$ cat src/rtl/pc_seq_ctrl_pkg.sv
// Shared pipeline definitions: fetch-sequencer state encoding, PC step and the
// reset vector that the instruction memory also starts from.
package pc_seq_ctrl_pkg;

    typedef enum logic [1:0] {
        ST_RUN  = 2'd0,
        ST_HALT = 2'd1,
        ST_STEP = 2'd2
    } state_t;

    localparam logic [31:0] PC_INC       = 32'd4;
    localparam logic [31:0] RESET_VECTOR = 32'h0000_0000;

endpackage

$ cat src/rtl/pc_seq_ctrl_perf_counter.sv
// Wrapping performance counter with synchronous clear and count enable.
module perf_counter #(
    parameter int unsigned CNT_W = 32
) (
    input  logic             clk,
    input  logic             rst,
    input  logic             en,
    output logic [CNT_W-1:0] cnt
);

    always_ff @(posedge clk) begin
        if (rst) begin
            cnt <= '0;
        end else if (en) begin
            cnt <= cnt + CNT_W'(1);
        end
    end

endmodule

$ cat src/rtl/pc_seq_ctrl.sv
// Fetch sequencer: owns the PC, applies redirects, load-use stalls and
// syscall halt / resume / single-step, and drives the IF/ID and ID/EX controls.
module pc_seq_ctrl
    import pc_seq_ctrl_pkg::*;
#(
    parameter logic [31:0] RESET_PC = RESET_VECTOR,
    parameter int unsigned CNT_W    = 32
) (
    input  logic             clk,
    input  logic             rst,
    input  logic [31:0]      npc,
    input  logic             jmp,
    input  logic             correct_b,
    input  logic             load_use,
    input  logic             halt,
    input  logic             go,
    input  logic             step_mode,
    output logic [31:0]      pc,
    output logic             ifid_en,
    output logic             ifid_clr,
    output logic             idex_clr,
    output logic             halted,
    output logic [CNT_W-1:0] cyc_cnt,
    output logic [CNT_W-1:0] stall_cnt,
    output logic [CNT_W-1:0] taken_cnt,
    output logic [CNT_W-1:0] jmp_cnt
);

    state_t      state;
    state_t      state_nxt;
    logic [31:0] pc_nxt;
    logic        cyc_en;
    logic        stall_en;
    logic        taken_en;
    logic        jmp_en;

    // Priority among stall, halt and redirect in an active (RUN/STEP) cycle.
    always_comb begin
        state_nxt = state;
        pc_nxt    = pc + PC_INC;
        ifid_en   = 1'b1;
        ifid_clr  = 1'b0;
        idex_clr  = 1'b0;
        cyc_en    = 1'b0;
        stall_en  = 1'b0;
        taken_en  = 1'b0;
        jmp_en    = 1'b0;
        case (state)
            ST_HALT: begin
                pc_nxt   = pc;
                ifid_en  = 1'b0;
                idex_clr = 1'b1;
                if (go) begin
                    state_nxt = step_mode ? ST_STEP : ST_RUN;
                end
            end
            default: begin
                cyc_en    = 1'b1;
                state_nxt = (state == ST_STEP) ? ST_HALT : ST_RUN;
                if (load_use) begin
                    pc_nxt   = pc;
                    ifid_en  = 1'b0;
                    idex_clr = 1'b1;
                    stall_en = 1'b1;
                end else if (halt) begin
                    pc_nxt    = pc;
                    ifid_clr  = 1'b1;
                    state_nxt = ST_HALT;
                end else if (jmp || correct_b) begin
                    pc_nxt   = npc;
                    ifid_clr = 1'b1;
                    jmp_en   = jmp;
                    taken_en = ~jmp;
                end
            end
        endcase
    end

    assign halted = (state == ST_HALT);

    always_ff @(posedge clk) begin
        if (rst) begin
            state <= ST_RUN;
            pc    <= RESET_PC;
        end else begin
            state <= state_nxt;
            pc    <= pc_nxt;
        end
    end

    perf_counter #(.CNT_W(CNT_W)) u_cyc_cnt (
        .clk (clk),
        .rst (rst),
        .en  (cyc_en),
        .cnt (cyc_cnt)
    );

    perf_counter #(.CNT_W(CNT_W)) u_stall_cnt (
        .clk (clk),
        .rst (rst),
        .en  (stall_en),
        .cnt (stall_cnt)
    );

    perf_counter #(.CNT_W(CNT_W)) u_taken_cnt (
        .clk (clk),
        .rst (rst),
        .en  (taken_en),
        .cnt (taken_cnt)
    );

    perf_counter #(.CNT_W(CNT_W)) u_jmp_cnt (
        .clk (clk),
        .rst (rst),
        .en  (jmp_en),
        .cnt (jmp_cnt)
    );

endmodule

$ cat config.mk
export PLATFORM = sky130hd
export DESIGN_NAME = pc_seq_ctrl
export DESIGN_NICKNAME = d
export VERILOG_FILES = /design/src/rtl/pc_seq_ctrl_pkg.sv /design/src/rtl/pc_seq_ctrl_perf_counter.sv /design/src/rtl/pc_seq_ctrl.sv
export SDC_FILE = /design/constraint.sdc
export NUM_CORES = 1
export LEC_CHECK = 0
export BUFFER_PORTS_ARGS = -buffer_cell sky130_fd_sc_hd__clkbuf_2
export CAP_MARGIN = 20
export CORE_ASPECT_RATIO = 1.1
export CORE_MARGIN = 1
export CORE_UTILIZATION = 48
export CTS_CLUSTER_DIAMETER = 100
export DETAILED_ROUTE_END_ITERATION = 10
export PLACE_DENSITY = 0.8
export SYNTH_ARGS = -nofsm -noshare
export SYNTH_HDL_FRONTEND = slang
export SYNTH_SLANG_ARGS = --single-unit
$ cat constraint.sdc
create_clock -name clk -period 2 [get_ports clk]
set_clock_uncertainty 0.05 [all_clocks]
set_input_delay 0.4 -clock clk [delete_from_list [all_inputs] [get_ports clk]]
set_output_delay 0.4 -clock clk [all_outputs]
set_load 0.01 [all_outputs]
==> reports/results.tsv, run 1 <==
stage	metric	value	unit
routing	wl_per_cell	15.2	um
cts	cts_hold_buf	0	
cts	cts.sinks	162	
global_route	grtUsageMet2	42.3	%
cts	cts_buffer_depth	2	
worst_setup_path	crit_arrival	1.49	ns
global_route	grt_pass1_vias	7267	
run_status	outcome	finished clean	
routing	drt_wl_total	22.1	mm
synthesis	synthAdderAreaFrac	0.789	%
timing	hold_slack	0.120	ns
worst_setup_path	r2r.worst_path.cells	8	
placed_design	place_congestion	0.908	
routing	remaining_drc_errors	0	
final_layout	fin_nets	1286	
routing	vias_per_cell	5.66	
routing	drtAntennaViolNets	0	
placed_design	place_ws	0.0196	ns
cts	cts-root-buf	clkbuf_16	
timing	tightest_slew	0.546	ns
worst_setup_path	cp-end-kind	output pin	
worst_hold_path	whs_endpoint	state[1]$_SDFFE_PP0P_	
final_layout	diodes	0	
global_route	grtUsageMet3	6.14	%
die	io_pins	204	
synthesis	synth_edf_count	0	
global_route	grt_pass1_wl	35.3	mm
synthesis	synthMuxAreaShare	0.647	%
cts	cts_tree	done	
timing	fmax	515	MHz
final_layout	area_growth	30.9	%
synthesis	synth_area	7930	um2
cts	htreeDepth	4	
global_route	gr-usage-met1	31.5	%
worst_setup_path	cp.required	1.55	ns
pwr	p_per_area	666	nW/um2
worst_setup_path	worst-setup-path-type	reg -> out	
worst_setup_path	worstSetupStartpointType	register	
die	die_h	137	um
die	core	15900	um2
placed_design	dp_hpwl	15.8	mm
worst_setup_path	worstReg2RegStart	state[1]$_SDFFE_PP0P_	
global_route	grt_max_degree	72	
final_layout	drive_above_1_share	29.1	%
synthesis	seq_area_frac_synth	40.9	%
timing	layout_min_cycle_time	1.94	ns
timing	finalMaxSlewViolations	0	
cts	cts_buffers	17	
flow_run	cap_violations	0	
pwr	p_total	6.92	mW
worst_hold_path	hold_class	in -> reg	
timing	fin_crit_sh	97.0	%
worst_setup_path	worstPathMaxFanout	8	
synthesis	yosysWarnings	0	
pwr	ir_drop	0.000585	V
routing	first_pass_iters	5	
synthesis	ys_types	59	
routing	drt_iter0_markers	387	
synthesis	synth-seq-cells	162	
worst_hold_path	hold_path_depth	3	
global_route	antenna_found_initial	0	
routing	num_vias	8236	
cts	clk-insertion-delay-late	0.43	ns
worst_hold_path	hold_path.startpoint	step_mode	
final_layout	fillers	1365	
synthesis	synth_simple_gate_area_share	32.4	%
die	rows	48	
global_route	grt.busiest_layer	met2	
die	initial_core_util	49.8	%
synthesis	syn_inst	974	
timing	setup_tns	0	ns
timing	setup_violations	0	
synthesis	synth_flop_cell	dfxtp_1	
timing	slew_headroom	63.6	%
pwr	p_leak	4.29	nW
worst_setup_path	reg2reg_setup_slack	0.06	ns
synthesis	synth_compound_area_share	10.1	%
timing	finalWorstSetupSlack	0.0594	ns
die	dieArea	17000	um2
placed_design	numPortBuffers	203	
synthesis	synth-xor-area-share	11.6	%
global_route	grtUsageTotal	25.3	%
final_layout	final_util	65.2	%
synthesis	synth_area_per_cell	8.14	um2
worst_setup_path	timing.rr.end	u_taken_cnt.cnt[9]$_SDFFE_PP0P_	
cts	clk_pin_slew	0.06	ns
die	dieWidth	125	um
synthesis	synth-async-reset-ratio	0	%
global_route	overflow	0	
synthesis	synth_top_family_by_area	simple AND/OR/NAND/NOR gates	
synthesis	syn_nets	1019	
timing	hold_viol	0	
==> stage by stage <==
| step | instance area (um2) | cells |
|---|---|---|
| after floorplan | 7940 | 974 |
| after global placement | 9710 | 1416 |
| after detailed placement | 9710 | 1416 |
| after CTS | 10300 | 1451 |
| after global routing | 10400 | 1454 |
| final | 10400 | 1454 |
==> placed cells by master (no fill, tap or decap), types with 11 or more instances in the layout <==
| master | n |
|---|---|
| a21oi_1 | 32 |
| and3_1 | 21 |
| and4_1 | 11 |
| buf_4 | 98 |
| clkbuf_16 | 17 |
| clkbuf_2 | 202 |
| dfxtp_1 | 160 |
| inv_1 | 14 |
| nand2_1 | 93 |
| nand3_1 | 61 |
| nand4_1 | 72 |
| nor2_1 | 142 |
| nor3_1 | 25 |
| nor4_1 | 14 |
| o21ai_0 | 28 |
| or3_1 | 14 |
| xnor2_1 | 21 |
| xor2_1 | 84 |
==> worst max path at each step <==
stage | from | endpoint | depth (start not counted)
6_report | state[1]$_SDFFE_PP0P_ | ifid_clr | 7
5_1_grt | state[1]$_SDFFE_PP0P_ | u_taken_cnt.cnt[9]$_SDFFE_PP0P_ | 8
4_1_cts | state[1]$_SDFFE_PP0P_ | ifid_clr | 7
3_5_place_dp | halt | u_taken_cnt.cnt[9]$_SDFFE_PP0P_ | 7
3_3_place_gp | halt | u_taken_cnt.cnt[11]$_SDFFE_PP0P_ | 7
2_1_floorplan | load_use | u_taken_cnt.cnt[10]$_SDFFE_PP0P_ | 7
==> power by group <==
group / switching, mW / internal, mW
Sequential: 0.0566 / 3.27
Combinational: 0.296 / 0.207
Clock: 1.42 / 1.67
==> cell families (layout without fill, tap and decap cells) <==
kind of cell / after synthesis / count (layout)
flops: 162 / 162
buf+inv: 69 / 349
mux: 5 / 5
simple gates: 505 / 505
compound gates: 123 / 123
fa+ha+maj: 5 / 5
xor+xnor: 105 / 105
==> what timing repair did <==
action | in CTS | in global routing
setup buffers | 3 | 3
gates resized for setup | 3 | 13
setup endpoints to repair | 3 | 18
pin swaps | 0 | 3
==> Yosys cell counts (all sizes together) (2+ instances only) <==
library cell / number / area (um2)
o21a: 7 / 52.6
a31oi: 8 / 50.1
and3: 21 / 131
ha: 5 / 62.6
xnor2: 21 / 184
inv: 15 / 56.3
nor3b: 2 / 15.0
a22oi: 3 / 22.5
a211oi: 3 / 22.5
buf: 10 / 57.6
a21o: 3 / 22.5
o41ai: 5 / 43.8
and2: 9 / 56.3
or4: 9 / 67.6
nand4b: 4 / 35.0
a31o: 2 / 17.5
mux2i: 4 / 40.0
or3: 14 / 87.6
clkbuf: 44 / 166
nor2: 144 / 541
nor4: 16 / 121
dfxtp: 162 / 3240
o21ai: 28 / 140
or2: 4 / 25.0
a32o: 5 / 50.1
xor2: 84 / 736
a21oi: 32 / 160
a311oi: 3 / 26.3
o311ai: 4 / 35.0
a2bb2oi: 2 / 17.5
o211ai: 3 / 22.5
nor4b: 3 / 32.5
o31ai: 5 / 37.5
a22o: 2 / 17.5
and4: 12 / 105
nand2: 93 / 349
o31a: 3 / 26.3
nand2b: 4 / 25.0
nand3: 63 / 315
nor3: 33 / 186
nand4: 74 / 475
==> per-layer routing <==
metal,wire (um),up-vias
met3,1630,32
met2,10700,323
met5,0,-
met4,388,0
li1,-,4024
met1,9400,3857
==> final cells by class <==
| type | instances | area [um2] | area share [%] |
|---|---|---|---|
| Tap cell | 200 | 250 | 2.41 |
| Multi-Input combinational cell | 743 | 4490 | 43.2 |
| Timing Repair Buffer | 302 | 1790 | 17.2 |
| Clock inverter | 13 | 101 | 0.976 |
| Sequential cell | 162 | 3250 | 31.3 |
| Inverter | 15 | 56.3 | 0.542 |
| Clock buffer | 19 | 453 | 4.36 |
==> flip-flops by register name (all words and copies together), names as in the netlist <==
| register | cells |
|---|---|
| pc | 32 |
| u_cyc_cnt.cnt | 32 |
| u_jmp_cnt.cnt | 32 |
| u_stall_cnt.cnt | 32 |
| u_taken_cnt.cnt | 32 |
| state | 2 |
==> worst max-delay path: stages, from the launching register on <==
cell      delay [ns]
dfxtp_2         0.34
nand2b_4        0.12
inv_2           0.04
buf_4           0.16
nor2_4          0.10
inv_1           0.06
nor2_1          0.10
clkbuf_2        0.14
Power figures use the tool's default switching activity.
==> run 2, diff against run 1 <==
--- a/config.mk
+++ b/config.mk
@@ -9,10 +9,10 @@
 export CAP_MARGIN = 20
 export CORE_ASPECT_RATIO = 1.1
 export CORE_MARGIN = 1
-export CORE_UTILIZATION = 48
+export CORE_UTILIZATION = 53
 export CTS_CLUSTER_DIAMETER = 100
 export DETAILED_ROUTE_END_ITERATION = 10
-export PLACE_DENSITY = 0.8
+export PLACE_DENSITY = 0.84
 export SYNTH_ARGS = -nofsm -noshare
 export SYNTH_HDL_FRONTEND = slang
 export SYNTH_SLANG_ARGS = --single-unit
==> constraint.sdc (replaced) <==
create_clock -name clk -period 2.1 [get_ports clk]
set_clock_uncertainty 0.05 [all_clocks]
set_input_delay 0.42 -clock clk [delete_from_list [all_inputs] [get_ports clk]]
set_output_delay 0.42 -clock clk [all_outputs]
set_load 0.01 [all_outputs]
==> run 2 against run 1 <==
Via count down 2.3%. Largest cell class unchanged. Sequential share of layout area up 0.62 points. Total power down 0.23%. Non-clock buffer count down 29. Clock power up 6%. Count of clock-buffer cells in the layout up 6. Die area down 9.3%. Critical path depth unchanged. Cell count down 2.6%. Sequential power down 5%. First-iteration DRC count up 50%. Register-to-register slack better by 0.07 ns.
==> reports/results.tsv, run 2 (synthesis gave the netlist of run 1 again) <==
stage	metric	value	unit	change
run_status	outcome	finished clean		
worst_setup_path	timing.rr.end	pc[24]$_SDFFE_PP0P_		
pwr	p_comb_share	6.7	%	-0.6 points
timing	fmax	507	MHz	
timing	fin_crit_sh	94.0	%	
routing	first_pass_iters	6		+1
cts	post-cts-setup-buffers	0		-3
pwr	seqPwrFrac	46.0	%	-2.1 points
timing	layout_min_cycle_time	1.97	ns	
worst_setup_path	cp-end-kind	register		
die	dieArea	15500	um2	-9.3%
worst_setup_path	cp.required	2.36	ns	+0.81 ns
routing	drt_wl_total	21.7	mm	-1.7%
final_layout	final_cell_mix	202 x clkbuf_2, 161 x dfxtp_1, 142 x nor2_1		
global_route	grt_max_degree	59		-18%
placed_design	place_ws	-0.0605	ns	-0.0800 ns
cts	htreeDepth	4		unchanged
placed_design	numPortBuffers	203		unchanged
placed_design	place_area	9520	um2	-1.9%
pwr	p_per_area	678	nW/um2	+1.8%
worst_hold_path	hold_class	in -> reg		
worst_setup_path	reg2reg_setup_slack	0.13	ns	+0.07 ns
die	rows	46		-4.2%
timing	finalWorstSetupSlack	0.126	ns	+0.0667 ns
worst_setup_path	r2r.worst_path.cells	7		-1
worst_setup_path	worstPathMaxFanout	11		+3
timing	finalMaxSlewViolations	0		unchanged
worst_setup_path	critical_path.startpoint	pc[3]$_SDFFE_PP0P_		
final_layout	area_growth	28.4	%	
final_layout	fin_area	10200	um2	-2.0%
worst_setup_path	worstReg2RegStart	pc[3]$_SDFFE_PP0P_		
cts	cts_tree	done		
worst_setup_path	worstSetupStartpointType	register		
worst_setup_path	crit_arrival	2.23	ns	+0.74 ns
routing	drt_iter0_markers	579		+50%
cts	cts.sinks	162		unchanged
timing	setup_violations	0		unchanged
worst_setup_path	critical_path.endpoint	pc[24]$_SDFFE_PP0P_		
cts	cts_buffers	17		unchanged
global_route	grt_pass1_wl	35.0	mm	-0.76%
routing	num_vias	8050		-2.3%
pwr	ir_drop	0.000514	V	-12%
die	io_pins	204		unchanged
flow_run	cap_violations	0		unchanged
die	initial_core_util	54.7	%	+4.8 points
die	core	14500	um2	-8.9%
final_layout	fin_nets	1257		-2.3%
routing	remaining_drc_errors	0		unchanged
cts	cts_hold_buf	0		unchanged
cts	clk-insertion-delay-late	0.43	ns	about the same
final_layout	drive_above_1_share	26.4	%	-2.7 points
pwr	switching_share	22.2	%	-3.4 points
timing	slew_headroom	58.9	%	-4.8 points
cts	cts-root-buf	clkbuf_16		
pwr	p_leak	4.15	nW	-3.1%
cts	cts_buffer_depth	2		unchanged
timing	hold_viol	0		unchanged
pwr	p_int	5.37	mW	+4.3%
pwr	netSwitchingPower	1.53	mW	-13%
worst_hold_path	hold_path.startpoint	step_mode		
routing	drtAntennaViolNets	0		unchanged
worst_hold_path	hold_path_depth	3		unchanged
final_layout	layout_commonest_cell	clkbuf_2		
global_route	grtUsageTotal	27.9	%	+2.6 points
timing	tightest_slew	0.617	ns	+0.0714 ns
routing	vias_per_cell	5.69		+0.36%
pwr	power_frac_clock	47.3	%	+2.7 points
global_route	grt_pass1_vias	7098		-2.3%
timing	rsz0062_at_grt	false		
worst_setup_path	worst-setup-path-type	reg -> reg		
global_route	overflow	0		unchanged
placed_design	dp_hpwl	15.8	mm	about the same
die	die_h	130	um	-4.8%
routing	wl_per_cell	15.4	um	+0.99%
global_route	antenna_found_initial	0		unchanged
placed_design	place_congestion	0.862		-5.1%
die	dieWidth	119	um	-4.8%
cts	clk_pin_slew	0.06	ns	about the same
[run 2: cell count changes in the layout (fill, tap and decap cells not counted), moves of 4 or more]
cell / change
inv_6: -5
clkinvlp_4: -4
nor3_2: -4
bufinv_16: +4
clkbuf_1: +5
buf_4: -28
nor3_1: +4
[run 2: worst min path at each step]
stage                            endpoint  slack (ns)
floorplan           state[0]$_SDFFE_PP0P_        0.39
global placement       pc[0]$_SDFFE_PP0P_        0.39
detailed placement     pc[1]$_SDFFE_PP0P_        0.40
CTS                    pc[1]$_SDFFE_PP0P_        0.16
global route        state[1]$_SDFFE_PP0P_        0.17
finish              state[1]$_SDFFE_PP0P_        0.16
[run 2: power groups by stage]
| stage | sequential [mW] | combinational [mW] | clock, mW |
|---|---|---|---|
| 4_1_cts | 3.17 | 0.459 | 3.31 |
| 3_5_place_dp | 3.24 | 0.454 | 0 |
| 5_1_grt | 3.18 | 0.505 | 3.44 |
| 2_1_floorplan | 3.26 | 0.229 | 0 |
| 6_report | 3.18 | 0.460 | 3.27 |
| 3_3_place_gp | 3.24 | 0.446 | 0 |
[run 2: area by class of cell]
cell class / count / area [um2]
well taps: 192 / 240
fillers: 1228 / 4330
repair buffers: 273 / 1560
clock inverters: 5 / 125
multi-input cells: 743 / 4460
inverters: 15 / 58.8
diodes: 1 / 2.50
flip-flops and latches: 162 / 3240
clock buffers: 25 / 485
[run 2: per-stage QoR]
stage / hold slack (ns) / TNS [ns] / util [%] / cells / total power, mW
after CTS: 0.158 / 0 / 70.0 / 1416 / 6.94
after detailed placement: 0.403 / -0.232 / 65.7 / 1386 / 3.70
after floorplan: 0.388 / -0.0190 / - / 974 / 3.48
after global placement: 0.392 / 0 / 65.7 / 1386 / 3.68
after global routing: 0.168 / 0 / 70.2 / 1415 / 7.13
final: 0.163 / 0 / 70.2 / 1416 / 6.90
[run 2: critical path, stage by stage, from the launching register on]
cell and delay, ns:
dfxtp_1 0.41, ha_1 0.24, nand3_1 0.12, nor3_1 0.20, buf_4 0.21, nand4_1 0.12
and3_1 0.21, o31a_1 0.28
[run 2: per-layer routing]
layer / vias up / track usage, % / wire, um
li1: 3962 / - / -
met1: 3784 / 35.9 / 9660
met2: 267 / 46.3 / 10400
met3: 37 / 5.29 / 1170
met4: 0 / 11.1 / 476
met5: - / 0 / 0
[run 2: repair_timing]
| action | 4_1_cts | 5_1_grt |
|---|---|---|
| gates resized for setup | 4 | 6 |
| pin swaps | 0 | 2 |
| cloned | 0 | 0 |
| setup endpoints to repair | 2 | 11 |
